$ cat src/rtl/pinmux_ctrl.sv
// pinmux_ctrl: per-pad output multiplexer with a safe reprogramming sequence.
// Each pad holds a registered source select: 0 = idle, k = peripheral k-1.
// A reprogram request is sampled only in IDLE. Invalid requests get a one-cycle
// error ack. Valid requests quiesce the target pad's OE for SettleCycles cycles
// (DRAIN), then write the entry and ack in COMMIT.
//
// Optional feature: define PINMUX_LOCK_EN to add a sticky per-pad lock bit.
// The lock bit is set on commit with cfg_lock_i=1 and is cleared only by reset.
//
// Ports:
//   clk_i, rst_i          clock, synchronous active-high reset
//   cfg_req_i             reprogram request (sampled in IDLE only)
//   cfg_pad_i/sel_i/lock_i target pad, source select, lock-on-commit
//   cfg_ack_o, cfg_err_o  one-cycle completion pulse, reject flag
//   busy_o                high while a sequence is in flight
//   periph_out_i/oe_i     peripheral data and output enables
//   pad_out_o/oe_o        padring data and output enables
module pinmux_ctrl #(
    parameter int NPads        = 64,
    parameter int NPeriph      = 16,
    parameter int SettleCycles = 4
) (
    input  logic               clk_i,
    input  logic               rst_i,
    input  logic               cfg_req_i,
    input  logic [7:0]         cfg_pad_i,
    input  logic [4:0]         cfg_sel_i,
    input  logic               cfg_lock_i,
    output logic               cfg_ack_o,
    output logic               cfg_err_o,
    output logic               busy_o,
    input  logic [NPeriph-1:0] periph_out_i,
    input  logic [NPeriph-1:0] periph_oe_i,
    output logic [NPads-1:0]   pad_out_o,
    output logic [NPads-1:0]   pad_oe_o
);

    localparam int SelW = $clog2(NPeriph + 1);

    if (SettleCycles < 1 || SettleCycles > 255) begin : g_bad_settle
        $error("pinmux_ctrl: SettleCycles must be in 1..255");
    end

    typedef enum logic [1:0] {IDLE, DRAIN, COMMIT, REJECT} state_t;

    state_t          state_q, state_d;
    logic [7:0]      cnt_q;
    logic [7:0]      cap_pad_q;
    logic [4:0]      cap_sel_q;
    logic [SelW-1:0] sel_q [NPads];
    logic            pad_locked;
    logic            req_bad;

`ifdef PINMUX_LOCK_EN
    logic             cap_lock_q;
    logic [NPads-1:0] lock_q;
`else
    logic             lock_unused;
    assign lock_unused = cfg_lock_i;
`endif

    // Validity of the request currently presented on the cfg_* inputs.
    always_comb begin
        pad_locked = 1'b0;
`ifdef PINMUX_LOCK_EN
        for (int unsigned p = 0; p < NPads; p++) begin
            if (cfg_pad_i == 8'(p) && lock_q[p]) pad_locked = 1'b1;
        end
`endif
        req_bad = (32'(cfg_pad_i) >= 32'(NPads)) ||
                  (32'(cfg_sel_i) > 32'(NPeriph)) || pad_locked;
    end

    // State register
    always_ff @(posedge clk_i) begin
        if (rst_i) state_q <= IDLE;
        else       state_q <= state_d;
    end

    // Next-state logic
    always_comb begin
        state_d = state_q;
        unique case (state_q)
            IDLE:    if (cfg_req_i) state_d = req_bad ? REJECT : DRAIN;
            DRAIN:   if (cnt_q == 8'(SettleCycles - 1)) state_d = COMMIT;
            COMMIT:  state_d = IDLE;
            REJECT:  state_d = IDLE;
            default: state_d = IDLE;
        endcase
    end

    // Request capture, settle counter and select table
    always_ff @(posedge clk_i) begin
        if (rst_i) begin
            cnt_q     <= '0;
            cap_pad_q <= '0;
            cap_sel_q <= '0;
            for (int unsigned p = 0; p < NPads; p++) sel_q[p] <= '0;
        end else begin
            if (state_q == IDLE && cfg_req_i) begin
                cap_pad_q <= cfg_pad_i;
                cap_sel_q <= cfg_sel_i;
                cnt_q     <= '0;
            end
            if (state_q == DRAIN) cnt_q <= cnt_q + 8'd1;
            if (state_q == COMMIT) begin
                for (int unsigned p = 0; p < NPads; p++) begin
                    if (cap_pad_q == 8'(p)) sel_q[p] <= SelW'(cap_sel_q);
                end
            end
        end
    end

`ifdef PINMUX_LOCK_EN
    always_ff @(posedge clk_i) begin
        if (rst_i) begin
            cap_lock_q <= 1'b0;
            lock_q     <= '0;
        end else begin
            if (state_q == IDLE && cfg_req_i) cap_lock_q <= cfg_lock_i;
            if (state_q == COMMIT && cap_lock_q) begin
                for (int unsigned p = 0; p < NPads; p++) begin
                    if (cap_pad_q == 8'(p)) lock_q[p] <= 1'b1;
                end
            end
        end
    end
`endif

    // Outputs. Bit 0 of the extended vectors is the idle source, so a
    // select value indexes them directly.
    logic [NPeriph:0] ext_out, ext_oe;
    logic             force_oe;

    always_comb begin
        cfg_ack_o = (state_q == COMMIT) || (state_q == REJECT);
        cfg_err_o = (state_q == REJECT);
        busy_o    = (state_q != IDLE);
        force_oe  = (state_q == DRAIN) || (state_q == COMMIT);
        ext_out   = {periph_out_i, 1'b0};
        ext_oe    = {periph_oe_i, 1'b0};
        pad_out_o = '0;
        pad_oe_o  = '0;
        for (int unsigned p = 0; p < NPads; p++) begin
            pad_out_o[p] = ext_out[sel_q[p]];
            pad_oe_o[p]  = ext_oe[sel_q[p]] && !(force_oe && cap_pad_q == 8'(p));
        end
    end

endmodule

$ cat config.mk
export PLATFORM = sky130hd
export DESIGN_NAME = pinmux_ctrl
export DESIGN_NICKNAME = d
export VERILOG_FILES = /design/src/rtl/pinmux_ctrl.sv
export SDC_FILE = /design/constraint.sdc
export NUM_CORES = 2
export LEC_CHECK = 0
export CORE_MARGIN = 2
export CORE_UTILIZATION = 50
export DETAILED_ROUTE_END_ITERATION = 10
export HOLD_SLACK_MARGIN = 0.15
export PLACE_DENSITY_LB_ADDON = 0.2
export SYNTH_ARGS = -nofsm -noshare
export SYNTH_HDL_FRONTEND = slang
export SYNTH_SLANG_ARGS = --single-unit
$ cat constraint.sdc
create_clock -name clk_i -period 6.2 [get_ports clk_i]
set_clock_uncertainty 0.1 [all_clocks]
set_input_delay 0.62 -clock clk_i [delete_from_list [all_inputs] [get_ports clk_i]]
set_output_delay 0.62 -clock clk_i [all_outputs]
set_load 0.05 [all_outputs]
==> metrics.cfg <==
[layout]
mostFrequentLayoutCells=edfxtp_1 (320), nor2_1 (308), mux4_2 (291), mux2i_1 (148), clkdlybuf4s50_1 (145)
nets=2870
layout-drive-gt1-share=0.239
final_common_cell=edfxtp_1
area_growth_pct=9.31
fillers=5364

[cts]
cts_tree=built
post_cts_resized=0
numCtsBuffers=40
htreeDepth=2
clkTransAtPathRegs_ps=60
cts_sinks=343
cts-root-buf=clkbuf_16
cts_setup_buffers=0
holdBufCountCts=0
clockBufferDepth=3
clkLatencyLatePin_ps=580

[timing]
maxSlewHeadroom=0.137
period_share=0.742
slew_viol_final=0
tns_ps=0
min_period_ps=4600
tightest_slew_ps=1290
holdWs_ps=365
rsz0062_at_grt=false
setup_viol=0
hold_violations=0
clock.fmax_mhz=217

[power]
irDropWorstVdd_mv=0.360
intPower_mw=5.32
p_clk_frac=0.298
seq_power_share=0.362
power_density_nw_per_um2=238
power_frac_comb=0.340
power.leakage_nw=12.0
swShare=0.368
p_sw_mw=3.10

[drt]
detail-route-antenna-nets=0
viasPerCell=7.63
first_iter_violations=4631
vias=28200
drc=0
wl_per_cell_um=33.4
first_pass_iters=9
drt_wl_total_mm=124

[setup_path]
critPathLaunch=periph_oe_i[2]
required_ps=5480
r2r_start=cap_pad_q[1]$_SDFFE_PP0P_
critical_path_class=in -> out
startpoint_type=input pin
cp_max_fo=23
crit_arrival_ps=3880
crit_path_end_kind=primary output

[synthesis]
syn_inst=2908
ys_dominant_reg_cell=edfxtp_1
seq_area_frac_synth=0.311
synth-seq-cells=343
ys_types=73
synthArstFlopShare=0
syn_area_per_cell_um2=11.1
synth_nets=2963
yosys_warnings=0
netlist_area_um2=32400
synth_edf_count=320

[global_route]
grt_max_degree=54
grt.overflow.total=0
grt_pass1_vias=27000
antenna_found_initial=2
grt_pass1_wl_mm=179
grt_usage=0.363

[floorplanning]
coreArea_um2=64200
io_pins=180
dieArea_um2=66800
fp-row-count=93
die_height_um=259
fp.dieW_um=259
start_util=0.504

[placed_design]
port-buffer-count=178
dp_hpwl_mm=75.4
gp_congestion=0.964

[min_path]
hold_path_startpoint=cap_sel_q[0]$_SDFFE_PP0P_
hold_path.class=reg -> reg

[run_status]
status=finished clean

[run]
max-cap-violations=0

## synthesized netlist by cell type, types with 6 or more instances
cell type	number	area, um2
a21o_1	33	248
clkbuf_1	247	927
inv_1	73	274
nand4_1	17	106
clkbuf_2	13	65.1
a31oi_1	14	87.6
o311a_1	9	90.1
a221o_1	59	591
o21ai_0	13	65.1
nor3b_1	6	45.0
a21oi_1	70	350
ha_1	6	75.1
mux2_2	142	1600
edfxtp_1	320	9610
o22ai_1	8	50.1
buf_4	17	128
or4_1	20	150
mux4_2	291	6550
nand2b_1	139	870
o41ai_1	10	87.6
a221oi_1	51	447
a22oi_1	27	203
nand2_1	123	462
nand3_1	48	240
o21ai_1	15	75.1
mux4_1	66	1730
o211ai_2	9	113
a211o_1	10	87.6
buf_2	130	651
mux2i_1	148	1480
a2bb2oi_1	10	87.6
nor4_1	40	250
buf_6	12	135
nor2_1	311	1170
nor2b_1	109	682
nand3b_1	23	173
and3_1	21	131
o211ai_1	65	488
a2111oi_0	16	140
dfxtp_1	23	460
a32oi_1	53	464
and2_1	21	131
## cell type report
class	instances	area, um2	area share
Multi-Input combinational cell	2065	20100	0.568
Sequential cell	343	10100	0.284
Timing Repair Buffer	292	2510	0.0710
Clock buffer	48	1090	0.0309
Tap cell	855	1070	0.0302
Inverter	73	274	0.00774
Clock inverter	23	263	0.00742
Antenna cell	1	2.50	0.0000707
## per-stage QoR
step | std cells | setup WS [ps] | power [mW] | instance area [um2] | util
detailed placement | 3628 | 1710 | 5.86 | 34100 | 0.530
CTS | 3699 | 1690 | 8.34 | 35400 | 0.551
finish | 3700 | 1600 | 8.41 | 35400 | 0.551
floorplan | 2908 | 2340 | 4.89 | 32400 | -
global route | 3699 | 1510 | 8.62 | 35400 | 0.551
global placement | 3628 | 1760 | 5.81 | 34100 | 0.530
## per-layer routing
metal  global-route usage  share of wire  vias up
li1                     -              -    11300
met1                0.469           0.35    13900
met2                0.560           0.44     2422
met3               0.0796           0.13      566
met4                0.219          0.071        2
met5                    0        0.00015        -
## cells by family (layout without fill, tap and decap cells)
family | after synthesis | after routing | synth area share
adders and majority gates | 6 | 6 | 0.00232
muxes | 647 | 647 | 0.351
buffers and inverters | 500 | 436 | 0.0692
and+or+nand+nor | 906 | 906 | 0.144
AOI/OAI and AO/OA | 506 | 506 | 0.123
other | 0 | 1 | 0
DFF | 343 | 343 | 0.311
## power by group through the flow
stage	Combinational [mW]	Sequential [mW]	Clock (mW)
final	2.86	3.05	2.51
after floorplan	2.07	2.82	0
after global placement	2.75	3.06	0
after CTS	2.79	3.03	2.52
after detailed placement	2.78	3.08	0
after global routing	2.95	3.08	2.59
## sequential cells by signal (all words and copies together) (netlist names)
name,count
state_q,2
cnt_q,8
sel_q,320
cap_sel_q,5
cap_pad_q,8
## final timing paths
check | end | depth (start not counted) | slack (ps)
max | pad_oe_o[8] | 7 | 1600
min | cap_sel_q[0]$_SDFFE_PP0P_ | 2 | 360
min reg2reg | cap_sel_q[0]$_SDFFE_PP0P_ | 2 | 360
max reg2reg | sel_q[0][94]$_SDFFCE_PN0P_ | 4 | 3210
## worst max-delay path: stages
cell,delay (ps)
buf_2,650
buf_4,480
mux2_2,240
a221oi_1,80
or4_1,430
a31oi_1,460
clkdlybuf4s50_1,900
(Power assumes the default switching activity.)
